### config.mk
export PLATFORM = sky130hd
export DESIGN_NAME = gat_feat_reader
export DESIGN_NICKNAME = d
export VERILOG_FILES = /design/src/rtl/gat_feat_reader.sv
export SDC_FILE = /design/constraint.sdc
export NUM_CORES = 1
export LEC_CHECK = 0
export BUFFER_PORTS_ARGS = -buffer_cell sky130_fd_sc_hd__buf_4
export CORE_ASPECT_RATIO = 0.5
export CORE_MARGIN = 2
export CORE_UTILIZATION = 54
export CTS_CLUSTER_DIAMETER = 100
export CTS_CLUSTER_SIZE = 10
export DETAILED_ROUTE_END_ITERATION = 10
export PLACE_DENSITY_LB_ADDON = 0.1
export SYNTH_ARGS = -nofsm -noshare
export SYNTH_HDL_FRONTEND = slang
export SYNTH_SLANG_ARGS = --single-unit
### constraint.sdc
create_clock -name clk -period 3.3 [get_ports clk]
set_clock_uncertainty 0.05 [all_clocks]
set_input_delay 0.165 -clock clk [delete_from_list [all_inputs] [get_ports clk]]
set_output_delay 0.165 -clock clk [all_outputs]
set_load 0.01 [all_outputs]
### src/rtl/gat_feat_reader.sv
// gat_feat_fifo: small synchronous FIFO, registered pointers and occupancy count.
// Latency: a pushed word is visible at the head on the cycle after the push.
// Backpressure: the producer must respect count; a push into a full FIFO is flagged by assertion.
module gat_feat_fifo #(
    parameter int  W     = 33,
    parameter int  DEPTH = 8,
    localparam int PTR_W = $clog2(DEPTH),
    localparam int CNT_W = $clog2(DEPTH + 1)
) (
    input  logic             clk,
    input  logic             rst_n,
    input  logic             push_vld,
    input  logic [W-1:0]     push_dat,
    input  logic             pop_vld,
    output logic [W-1:0]     head_dat,
    output logic [CNT_W-1:0] count,
    output logic             empty
);
    logic [W-1:0]     mem [DEPTH];
    logic [PTR_W-1:0] wr_ptr;
    logic [PTR_W-1:0] rd_ptr;
    logic             do_pop;
    logic             full;

    assign empty    = (count == '0);
    assign full     = (count == CNT_W'(DEPTH));
    assign do_pop   = pop_vld && !empty;
    assign head_dat = mem[rd_ptr];

    always_ff @(posedge clk or negedge rst_n) begin
        if (!rst_n) begin
            wr_ptr <= '0;
            rd_ptr <= '0;
            count  <= '0;
        end else begin
            if (push_vld)
                wr_ptr <= wr_ptr + PTR_W'(1);
            if (do_pop)
                rd_ptr <= rd_ptr + PTR_W'(1);
            case ({push_vld, do_pop})
                2'b10:   count <= count + CNT_W'(1);
                2'b01:   count <= count - CNT_W'(1);
                default: count <= count;
            endcase
        end
    end

    // Storage needs no reset: the head is only consumed while count is non-zero.
    always_ff @(posedge clk) begin
        if (push_vld)
            mem[wr_ptr] <= push_dat;
    end

    a_no_overflow: assert property (@(posedge clk) disable iff (!rst_n) !(push_vld && full));

endmodule

// gat_feat_reader: sweeps the output-feature BRAM in ascending word order onto a valid/ready stream.
// Latency: first beat RD_LATENCY+1 cycles after entering READ, then one word per cycle.
// Backpressure: m_ready stalls the stream; reads are credit-limited so the output FIFO never overflows.
module gat_feat_reader #(
    parameter int NEW_FEATURE_WIDTH  = 32,
    parameter int NUM_SUBGRAPHS      = 2708,
    parameter int NUM_FEATURE_OUT    = 16,
    parameter int NEW_FEATURE_DEPTH  = NUM_SUBGRAPHS * NUM_FEATURE_OUT,
    parameter int NEW_FEATURE_ADDR_W = $clog2(NEW_FEATURE_DEPTH),
    parameter int RD_LATENCY         = 2,
    parameter int FIFO_DEPTH         = 8
) (
    input  logic                          clk,
    input  logic                          rst_n,
    input  logic                          start,
    input  logic                          gat_ready,
    output logic [NEW_FEATURE_ADDR_W+1:0] feat_bram_addrb,
    input  logic [NEW_FEATURE_WIDTH-1:0]  feat_bram_dout,
    output logic [NEW_FEATURE_WIDTH-1:0]  m_data,
    output logic                          m_valid,
    input  logic                          m_ready,
    output logic                          m_last,
    output logic                          busy,
    output logic                          done
);
    localparam int CNT_W = $clog2(FIFO_DEPTH + 1);
    localparam logic [NEW_FEATURE_ADDR_W-1:0] LAST_IDX = NEW_FEATURE_ADDR_W'(NEW_FEATURE_DEPTH - 1);

    typedef enum logic [2:0] {
        IDLE,
        WAIT_RDY,
        READ,
        DRAIN,
        FIN
    } state_t;

    state_t                        state_q;
    state_t                        state_d;
    logic [NEW_FEATURE_ADDR_W-1:0] rd_idx;
    logic [RD_LATENCY-1:0]         lat_vld;
    logic [RD_LATENCY-1:0]         lat_last;
    logic [CNT_W-1:0]              inflight;
    logic [CNT_W-1:0]              fifo_count;
    logic                          fifo_empty;
    logic [NEW_FEATURE_WIDTH:0]    fifo_head;
    logic                          credit_ok;
    logic                          issue;
    logic                          issue_last;

    // Every read in flight has a FIFO slot reserved, so a returning word always fits.
    assign credit_ok  = ({1'b0, inflight} + {1'b0, fifo_count}) < (CNT_W + 1)'(FIFO_DEPTH);
    assign issue      = (state_q == READ) && credit_ok;
    assign issue_last = issue && (rd_idx == LAST_IDX);

    always_comb begin
        inflight = '0;
        for (int i = 0; i < RD_LATENCY; i++)
            inflight = inflight + CNT_W'(lat_vld[i]);
    end

    always_ff @(posedge clk or negedge rst_n) begin
        if (!rst_n)
            state_q <= IDLE;
        else
            state_q <= state_d;
    end

    always_comb begin
        state_d = state_q;
        case (state_q)
            IDLE: begin
                if (start)
                    state_d = WAIT_RDY;
            end
            WAIT_RDY: begin
                if (gat_ready)
                    state_d = READ;
            end
            READ: begin
                if (issue_last)
                    state_d = DRAIN;
            end
            DRAIN: begin
                if ((inflight == '0) && fifo_empty)
                    state_d = FIN;
            end
            FIN: begin
                state_d = IDLE;
            end
            default: begin
                state_d = IDLE;
            end
        endcase
    end

    assign busy = (state_q == WAIT_RDY) || (state_q == READ) || (state_q == DRAIN);
    assign done = (state_q == FIN);

    // rd_idx saturates on the final word; it is rewound when a new start is accepted.
    always_ff @(posedge clk or negedge rst_n) begin
        if (!rst_n) begin
            rd_idx          <= '0;
            feat_bram_addrb <= '0;
        end else begin
            if ((state_q == IDLE) && start)
                rd_idx <= '0;
            else if (issue && (rd_idx != LAST_IDX))
                rd_idx <= rd_idx + NEW_FEATURE_ADDR_W'(1);
            if (issue)
                feat_bram_addrb <= {rd_idx, 2'b00};
        end
    end

    // Read-latency tracker: a tag leaving the last stage marks the cycle dout is valid.
    always_ff @(posedge clk or negedge rst_n) begin
        if (!rst_n) begin
            lat_vld  <= '0;
            lat_last <= '0;
        end else begin
            lat_vld[0]  <= issue;
            lat_last[0] <= issue_last;
            for (int i = 1; i < RD_LATENCY; i++) begin
                lat_vld[i]  <= lat_vld[i-1];
                lat_last[i] <= lat_last[i-1];
            end
        end
    end

    gat_feat_fifo #(
        .W     (NEW_FEATURE_WIDTH + 1),
        .DEPTH (FIFO_DEPTH)
    ) u_out_fifo (
        .clk      (clk),
        .rst_n    (rst_n),
        .push_vld (lat_vld[RD_LATENCY-1]),
        .push_dat ({lat_last[RD_LATENCY-1], feat_bram_dout}),
        .pop_vld  (m_ready),
        .head_dat (fifo_head),
        .count    (fifo_count),
        .empty    (fifo_empty)
    );

    assign m_valid = !fifo_empty;
    assign m_data  = m_valid ? fifo_head[NEW_FEATURE_WIDTH-1:0] : '0;
    assign m_last  = m_valid && fifo_head[NEW_FEATURE_WIDTH];

endmodule

==> results.md, run 1 <==
* Setup crit end kind: output port
* DR iter-0 viols at 371
* Synth top area cells: edfxtp_1, mux4_2, dfrtp_1
* Clock share of power at 0.275
* Yosys warns at 0
* Drt via density at 5.67
* GR Overflow Total at 0
* Hold Crit Class: in2async
* Drt drc at 0
* NetSw at 3.87 mW
* Max H-tree Level at 2
* Max Fclk at 0.368 GHz
* Delay-heaviest family, CP: multiplexers
* Rel. slew slack at 0.493
* Drt total wl at 24.2 mm
* Antenna diode count at 0
* Critical-path top delay cell: dfrtp_4
* Seq/Total Area, Yosys at 0.731
* Clock root buffer: clkbuf_16
* Met3 usage at 0.0440
* Placer congestion estimate at 0.810
* RSZ-0062 raised after global routing: no
* Grt met2 use at 0.327
* Crit. path cell count at 5
* Seq pwr share at 0.414
* First-pass GRT wire length at 38.2 mm
* Highest cell delay on the worst timing path at 0.68 ns
* Starting Density at 0.549
* Pre-Repair DR Iteration Count at 5
* CTS buffer count at 37
* #FFs+latches synth at 313
* Post-CTS sizing at 0
* Crit start category: flop
* Total GRT Usage at 0.208
* Main flop type after synthesis: edfxtp_1
* Combinational Power Share at 0.311
* Post-synth EDFFs at 264
* Cell Area, Synth at 0.0125 sq mm
* Largest net degree at the start of global routing at 50
* P_leak at 5.45 nW
* Outcome: finished, final reports clean
* Cells after Synth at 686
* Placed inst area at 0.0137 sq mm
* Cell internal pwr at 8.87 mW
* Power density cells at roughly 850 mW/mm^2
* Setup TNS at 0 ns
* Area leader, netlist: edfxtp_1
* Port-buffer cells at 88
* R2R depth at 9
* WL per Instance at 21.0 microns
* Routed Antenna Nets at 0
* Top cell type's share of synthesized area at 0.633
* GR Util met1 at 0.302
* CTS sink cnt at around 310
* Count of final setup violators at 0
* Critical path cell sequence: buf_12 > mux4_2 > mux2i_1 > nor2_1 > buf_4
* Gr busiest metal: met2
* Mapped Avg Cell Area at 18.2 sq um
* DP Wirelength at 13.8 mm
* Slew @ Worst Pin at 0.760 ns
* Sw Ratio at 0.304
* Synth-to-Final Area Change at 20.3%
* Peak VDD IR at 451 uV
* Post-layout min period at ~2.7 ns
* Row cnt at 39
* Core area at approximately 0.023 sq mm
* Slew Limit Fails at 0
* Final period util at 0.823
* Via count at 6528
* Max cap viols at 0
* Worst Setup Path Type: reg2out
* Arrival @ worst endpoint at 2.50 ns
* IO Pins at 91
* Die Width at roughly 220 microns
* Fraction of registers with async set or reset after synthesis at 0.157
* CTS tree: done
* CP bufs+invs at 2
* Worst-path maximum fanout at 21
* Vert. Die Dim at 112 microns
* Final Cell Area at 0.0151 sq mm
* Die Footprint at 0.0245 sq mm
* Netlist cell types at 46
* Clock latency on the worst-skew pair at 0.52 ns
* CTS max path bufs at 3
* Vias in the first global route at 6947
* Initial antenna violation count at 0
* Postcts setup bufs at 0
* # nets final at 878
* Hold Fails Final Rpt at 0
* Worst-path clk slew at 0.05 ns
* CP required at just over 3 ns
* Layout cells sized above 1 at 0.282
path summary, 6_finish.rpt:
path                                           start                   end  slack, ns
worst max-delay path            u_out_fifo.rd_ptr[0]            m_data[19]       0.59
worst min-delay path                           rst_n   feat_bram_addrb[11]       0.17
worst max register to register   u_out_fifo.count[1]   u_out_fifo.count[3]       0.92
worst min register to register           lat_last[0]           lat_last[1]       0.31
max in group asynchronous                      rst_n  u_out_fifo.rd_ptr[0]       2.53
min in group clk                         lat_last[0]           lat_last[1]       0.31
power groups by stage:
stage	combinational, mW	clock (mW)	sequential, mW
after floorplan	2.65	0	5.12
after global placement	3.94	0	5.33
after detailed placement	4.00	0	5.35
after CTS	4.04	3.60	5.28
after global routing	4.32	3.77	5.34
final	3.96	3.51	5.27
logic make-up (layout without fill, tap and decap cells):
logic type | Yosys count | after routing | share of synthesized area
DFF | 313 | 313 | 0.731
and+or+nand+nor | 170 | 170 | 0.0678
muxes | 108 | 108 | 0.153
buffers and inverters | 49 | 206 | 0.0181
AOI/OAI and AO/OA | 28 | 28 | 0.0146
adders and majority gates | 10 | 10 | 0.0106
xor gates and xnor gates | 7 | 7 | 0.00490
other | 1 | 2 | 0.000300
cell type report:
class	count	area [sq um]
tap	307	384
clock buffer	48	967
multi-input combinational	325	3210
fill	1565	7730
sequential	313	9160
inverter	9	33.8
timing repair buffer	145	1250
clock inverter	4	50.0
cell usage after synthesis, types with 2 or more instances:
library cell and number:
nand4_1 8, nor4_1 3, nand3b_1 2, nor2_1 46
and4_1 3, or2_2 3, mux4_2 66, nand2_1 63
o31ai_1 8, and2_1 2, a21oi_1 11, o21ai_0 4
clkbuf_1 16, dfrtp_1 49, buf_1 6, buf_6 2
and3_1 3, buf_4 3, or4_1 8, buf_2 13
mux2_2 2, inv_1 8, nand2b_1 4, edfxtp_1 264
nand3_1 13, xor2_1 3, nor3_1 4, xnor2_1 4
mux2i_1 40, ha_1 9
registers in the layout, indices dropped and copies added, names as in the netlist:
signal             flops
lat_vld                2
u_out_fifo.count       4
lat_last               2
feat_bram_addrb       16
u_out_fifo.wr_ptr      3
u_out_fifo.rd_ptr      3
u_out_fifo.mem       264
state_q                3
rd_idx                16
routing by layer:
layer / wire [microns] / up-vias / share of wire
li1: - / 2982 / -
met1: 11300 / 3379 / 0.47
met2: 11600 / 140 / 0.48
met3: 1050 / 27 / 0.043
met4: 302 / 0 / 0.012
met5: 0 / - / 0
metrics by stage:
step | cells | hold WS [ns] | total power, mW | utilization | setup WS, ns
after global routing | 1151 | 0.203 | 13.4 | 0.661 | 0.415
after detailed placement | 1063 | 0.182 | 9.35 | 0.600 | 0.925
final | 1151 | 0.169 | 12.7 | 0.661 | 0.585
after floorplan | 687 | -0.181 | 7.77 | - | 0.752
after global placement | 1063 | 0.173 | 9.27 | 0.600 | 0.963
after CTS | 1151 | 0.173 | 12.9 | 0.661 | 0.527
cells in the final DEF (no fill, tap or decap), types with 3 or more instances in the layout:
cell type        n
buf_4          103
inv_1            8
xnor2_1          4
buf_12           6
mux2i_1         40
nand2_1         63
o21ai_0          4
and4_1           3
o31ai_1          8
clkbuf_1        11
mux4_2          66
edfxtp_1       264
nand3_1         13
xor2_1           3
clkbuf_16       37
dlygate4sd3_1   36
or2_2            3
nor4_1           3
a21oi_1         11
nor2_1          40
ha_1             9
dfrtp_1         46
nor2_4           6
and3_1           3
or4_1            8
nand4_1          8
nand2b_1         4
what timing repair did:
action	CTS	global route
endpoints found under the hold margin	308	0
endpoints found under the setup margin	0	0
hold buffers	36	0
(Power assumes the default switching activity.)
==> run 2, diff against run 1 <==
==> constraint.sdc (replaced) <==
create_clock -name clk -period 2.2 [get_ports clk]
set_clock_uncertainty 0.05 [all_clocks]
set_input_delay 0.11 -clock clk [delete_from_list [all_inputs] [get_ports clk]]
set_output_delay 0.11 -clock clk [all_outputs]
set_load 0.01 [all_outputs]
==> run 2 against run 1 <==
  * The run now ends with negative setup slack left
  * Sequential power is 45% higher
  * Final area is 2.6% higher
  * Via count is 1.3% higher
  * Non-clock buffer count is 26 higher
  * Register-to-register slack worse by 0.81 ns
  * Critical endpoint is now m_data[1]
  * Routed wire length is 2.7% higher
  * First-iteration DRC count is 42% higher
==> results.md, run 2 (synthesized netlist as in run 1, its figures left out) <==
* Drt via density at around 5.6
* RR Endpoint: u_out_fifo.count[3]
* Starting Density at 0.549
* Row cnt at 39
* Commonest non-fill, non-tap cell in the layout: edfxtp_1
* NetSw at 6.00 mW
* First-pass GRT wire length at 38.4 mm
* Total GRT Usage at 0.207
* Setup crit end kind: output port
* Vert. Die Dim at 112 microns
* Reg-to-Reg Start: u_out_fifo.count[3]
* Max reg flops at approximately 260
* Drt drc at 0
* Placed inst area at 0.0139 sq mm
* Combinational Power Share at 0.352
* Critical path cell sequence: buf_8 > clkbuf_16 > mux4_2 > mux2i_1 > nor2_1 > buf_4
* Slew @ Worst Pin at 0.636 ns
* Final period util at 1.07
* Top reg by flops: u_out_fifo.mem
* Drt total wl at 24.9 mm
* Die Width at 219 microns
* Seq pwr share at 0.385
* Fin worst setup slack at -0.156 ns
* P_leak at 5.64 nW
* Internal reg-to-reg setup slack at 0.11 ns
* Count of final setup violators at 33
* Vias in the first global route at 6972
* GR Overflow Total at 0
* RSZ-0062 raised after global routing: yes
* Crit start category: flop
* Max Fclk at 0.425 GHz
* Die Footprint at 0.0245 sq mm
* Final Cell Area at between 0.015 and 0.02 sq mm
* Power density cells at 1290 mW/mm^2
* Slew Limit Fails at 0
* CTS buffer count at 37
* CTS sink cnt at roughly 310
* Outcome: complete, but fails checks
* Sw Ratio at 0.302
* Hold Crit Class: in2async
* Port-buffer cells at just under 90
* Core area at 0.0228 sq mm
* Highest cell delay on the worst timing path at 0.50 ns
* Cell internal pwr at about 14 mW
* Most frequent cells in the layout: edfxtp_1, buf_4, mux4_2
* Initial antenna violation count at 0
* Worst-path clk slew at about 0.050 ns
* Failing checks: negative setup slack
* CTS max path bufs at 3
* Worst-path maximum fanout at 7
* WL per Instance at 21.2 microns
* Critical-path top delay cell: mux4_2
* Arrival @ worst endpoint at 2.20 ns
* Clock share of power at 0.263
* IO Pins at 91
* Synth-to-Final Area Change at 23.4%
* Layout cells sized above 1 at 0.310
* Rel. slew slack at 0.576
* Peak VDD IR at 665 uV
* Clock root buffer: clkbuf_16
* Clock latency on the worst-skew pair at ~0.50 ns
* R2R depth at 9
* DR iter-0 viols at 526
* CP required at between 2 and 2.5 ns
* Post-layout min period at 2.36 ns
* Placer congestion estimate at between 0.8 and 0.9
* Hold Fails Final Rpt at 0
* Fin util at 0.678
* Max H-tree Level at 2
* Pre-Repair DR Iteration Count at 5
* Max cap viols at 0
* Antenna diode count at 0
* Via count at 6612
* Setup crit start: u_out_fifo.rd_ptr[0]
* Routed Antenna Nets at 0
* CTS tree: done
* DP Wirelength at approximately 14 mm
* Regs by FF count: u_out_fifo.mem (264), feat_bram_addrb (16), rd_idx (16)
* Largest net degree at the start of global routing at 56
* # nets final at 904
* Worst Setup Path Type: reg2out
-- run 2: stage by stage --
stage | hold slack (ns) | setup WS (ns) | TNS (ns) | total power, mW | cells
final | 0.122 | -0.156 | -3.61 | 19.9 | 1176
after global routing | 0.172 | -0.272 | -6.45 | 20.9 | 1176
after CTS | 0.133 | -0.198 | -4.53 | 19.6 | 1166
after detailed placement | 0.124 | 0.112 | 0 | 14.3 | 1078
after global placement | 0.120 | 0.147 | 0 | 14.2 | 1078
after floorplan | -0.236 | -0.294 | -57.40 | 11.7 | 687
-- run 2: power groups by stage --
| stage | Clock [mW] | Combinational (mW) | Sequential, mW |
|---|---|---|---|
| after detailed placement | 0 | 6.48 | 7.78 |
| after floorplan | 0 | 4.03 | 7.68 |
| after CTS | 5.35 | 6.59 | 7.68 |
| after global placement | 0 | 6.43 | 7.75 |
| final | 5.22 | 7.00 | 7.66 |
| after global routing | 5.59 | 7.59 | 7.74 |
-- run 2: worst max path at each step --
stage	endpoint	slack (ns)
3_5_place_dp	u_out_fifo.count[3]	0.11
2_1_floorplan	u_out_fifo.mem[1][0]	-0.29
4_1_cts	m_data[5]	-0.20
5_1_grt	m_data[21]	-0.27
3_3_place_gp	u_out_fifo.count[3]	0.15
6_report	m_data[1]	-0.16
-- run 2: repair_timing --
action	in CTS	in global routing
cloned	0	7
setup buffers	1	3
setup endpoints to repair	33	34
hold buffers	36	0
pin swaps	0	3
resized for setup	2	9
endpoints found under the hold margin	310	0
-- run 2: routing by layer --
layer	wire length (microns)	up-vias	share of wire	track usage
met5	0	-	0	0
met4	353	0	0.014	0.0459
li1	-	3012	-	-
met1	11200	3403	0.45	0.296
met2	12100	161	0.48	0.334
met3	1250	36	0.050	0.0445
-- run 2: worst max-delay path, delay by kind of cell (launching register included) --
kind | cells | cell delay (ns)
buf+inv | 3 | 0.50
flops | 1 | 0.44
mux | 2 | 0.67
simple gates | 1 | 0.06
-- run 2: layout make-up --
class / count / area (sq um)
sequential: 313 / 9160
clock buffer: 48 / 967
inverter: 9 / 33.8
clock inverter: 3 / 26.3
tap: 307 / 384
timing repair buffer: 171 / 1620
multi-input combinational: 325 / 3250
fill: 1562 / 7340
==> run 3, diff against run 2 <==
--- a/config.mk
+++ b/config.mk
@@ -7,11 +7,11 @@
 export LEC_CHECK = 0
 export BUFFER_PORTS_ARGS = -buffer_cell sky130_fd_sc_hd__buf_4
 export CORE_ASPECT_RATIO = 0.5
-export CORE_MARGIN = 2
-export CORE_UTILIZATION = 54
+export CORE_UTILIZATION = 45
 export CTS_CLUSTER_DIAMETER = 100
 export CTS_CLUSTER_SIZE = 10
 export DETAILED_ROUTE_END_ITERATION = 10
+export MAX_ROUTING_LAYER = met4
 export PLACE_DENSITY_LB_ADDON = 0.1
 export SYNTH_ARGS = -nofsm -noshare
 export SYNTH_HDL_FRONTEND = slang
==> run 3 against run 2 <==
  * Utilization shrank 9.1 points
  * The run still ends with negative setup slack left
  * Via count grew 0.59%
  * Critical path depth is the same
  * Clock power grew 4%
  * Critical path type unchanged
  * Final area grew 2.0%
  * Sequential power is essentially flat
  * Sequential cell count is the same
  * Clock-buffer cell count grew 9
  * Largest cell class unchanged
  * Hold slack gained 0.018 ns
  * Combinational power grew 3.6%
  * Power grew 2.2%
  * Final cell count grew 6.9%
==> results.md, run 3 (synthesized netlist as in run 1, its figures left out) <==
* Setup crit end kind: output port
* First-pass GRT wire length at 40.7 mm
* Port-buffer cells at 88
* Hold Crit Class: in2async
* P_leak at 5.72 nW
* Combinational Power Share at 0.357
* NetSw at 6.10 mW
* Worst Setup Path Type: reg2out
* Antenna diode count at 0
* DR iter-0 viols at 418
* Arrival @ worst endpoint at 2.21 ns
* Total GRT Usage at 0.196
* Max Fclk at 0.421 GHz
* Most frequent cells in the layout: edfxtp_1, buf_4, mux4_2
* Slew @ Worst Pin at 0.673 ns
* CP required at 2.04 ns
* WHS at 0.140 ns
* Die Width at 238 microns
* WL per Instance at 20.5 microns
* Fin worst setup slack at -0.173 ns
* Row cnt at 42
* CTS sink cnt at roughly 310
* Cell internal pwr at about 14 mW
* Max reg flops at 264
* Fillers at around 2000
* Hold Fails Final Rpt at 0
* Final Cell Area at about 0.016 sq mm
* Placer congestion estimate at 0.846
* Routed Antenna Nets at 0
* Pre-Repair DR Iteration Count at 4
* Initial antenna violation count at 0
* Top reg by flops: u_out_fifo.mem
* Peak VDD IR at 506 uV
* Placed inst area at 0.0141 sq mm
* Post-layout min period at between 2 and 2.5 ns
* Cells after DPL at roughly 1100
* Drt total wl at 25.8 mm
* Clock root buffer: clkbuf_16
* Max H-tree Level at 2
* DP Wirelength at 14.5 mm
* Power density cells at 1290 mW/mm^2
* Regs by FF count: u_out_fifo.mem (264), feat_bram_addrb (16), rd_idx (16)
* Layout cells sized above 1 at 0.316
* Rel. slew slack at 0.551
* CTS tree: done
* Synth-to-Final Area Change at 25.9%
* CTS buffer count at 37
* Slew Limit Fails at 0
* Clock latency on the worst-skew pair at 0.51 ns
* IO Pins at 91
* Largest net degree at the start of global routing at 53
* Max cap viols at 0
* Commonest non-fill, non-tap cell in the layout: edfxtp_1
* Vert. Die Dim at approximately 120 microns
* Failing checks: negative setup slack
* Seq pwr share at 0.377
* Crit start category: flop
* Vias in the first global route at 7038
* Setup TNS at -3.82 ns
* Sw Ratio at 0.300
* Drt drc at 0
* Finished Layout Cells at 1257
* GR Overflow Total at 0
* Clock share of power at 0.266
* Core area at 0.0269 sq mm
* Count of final setup violators at 33
* Worst-path maximum fanout at 5
* # nets final at 910
* RSZ-0062 raised after global routing: yes
* Drt via density at 5.29
* Final period util at 1.08
* Outcome: complete, but fails checks
* Tot Pwr at 20.3 mW
* Worst-path clk slew at 0.06 ns
* Die Footprint at approximately 0.029 sq mm
* CTS max path bufs at 3
* Starting Density at 0.466
* Via count at 6651
[run 3: cell type report]
type                            count  area (sq um)  share of cell area
Inverter                            9          33.8             0.00214
Tap cell                          374           468              0.0297
Clock inverter                      2          25.0             0.00159
Timing Repair Buffer              177          1790               0.114
Sequential cell                   313          9160               0.581
Clock buffer                       57          1020              0.0649
Multi-Input combinational cell    325          3260               0.207
[run 3: what timing repair did]
item,CTS,global route
setup endpoints to repair,33,35
resized for setup,8,4
buffers inserted,6,2
gates cloned,4,1
hold buffers,36,0
pin swaps,0,4
endpoints found under the hold margin,309,0
[run 3: worst max-delay path, stage by stage (launching register included)]
cell and delay [ns]:
dfrtp_4 0.42, buf_4 0.18, buf_12 0.14, mux4_2 0.51, mux2i_1 0.18, nor2_1 0.10
buf_4 0.17
[run 3: final timing paths]
path                                       from                    to  slack [ns]  depth (start not counted)
setup reg to reg            u_out_fifo.count[3]   u_out_fifo.count[3]        0.06                          9
hold reg to reg                     lat_last[0]           lat_last[1]        0.30                          0
max in group asynchronous                 rst_n  u_out_fifo.rd_ptr[0]        1.47                          2
min in group clk                    lat_last[0]           lat_last[1]        0.30                          0
hold / removal                            rst_n            rd_idx[13]        0.14                          2
setup / recovery           u_out_fifo.rd_ptr[0]            m_data[27]       -0.17                          6
[run 3: power groups by stage]
stage / registers, mW / logic (mW) / clock network (mW)
2_1_floorplan: 7.68 / 4.03 / 0
3_3_place_gp: 7.79 / 6.66 / 0
3_5_place_dp: 7.82 / 6.68 / 0
4_1_cts: 7.67 / 7.30 / 5.54
5_1_grt: 7.75 / 7.85 / 5.80
6_report: 7.67 / 7.25 / 5.41
[run 3: per-stage QoR]
step / utilization / worst slack [ns]
6_report: 0.587 / -0.173
5_1_grt: 0.587 / -0.260
4_1_cts: 0.585 / -0.231
3_5_place_dp: 0.525 / 0.0797
3_3_place_gp: 0.525 / 0.143
2_1_floorplan: - / -0.294
[run 3: routing by layer]
| metal | share of wire | vias up | global-route usage | wire length (microns) |
|---|---|---|---|---|
| met3 | 0.039 | 38 | 0.0412 | 1020 |
| met5 | 0 | - | - | 0 |
| met1 | 0.47 | 3446 | 0.269 | 12200 |
| met2 | 0.48 | 113 | 0.304 | 12300 |
| li1 | - | 3054 | - | - |
| met4 | 0.015 | 0 | 0.0440 | 378 |
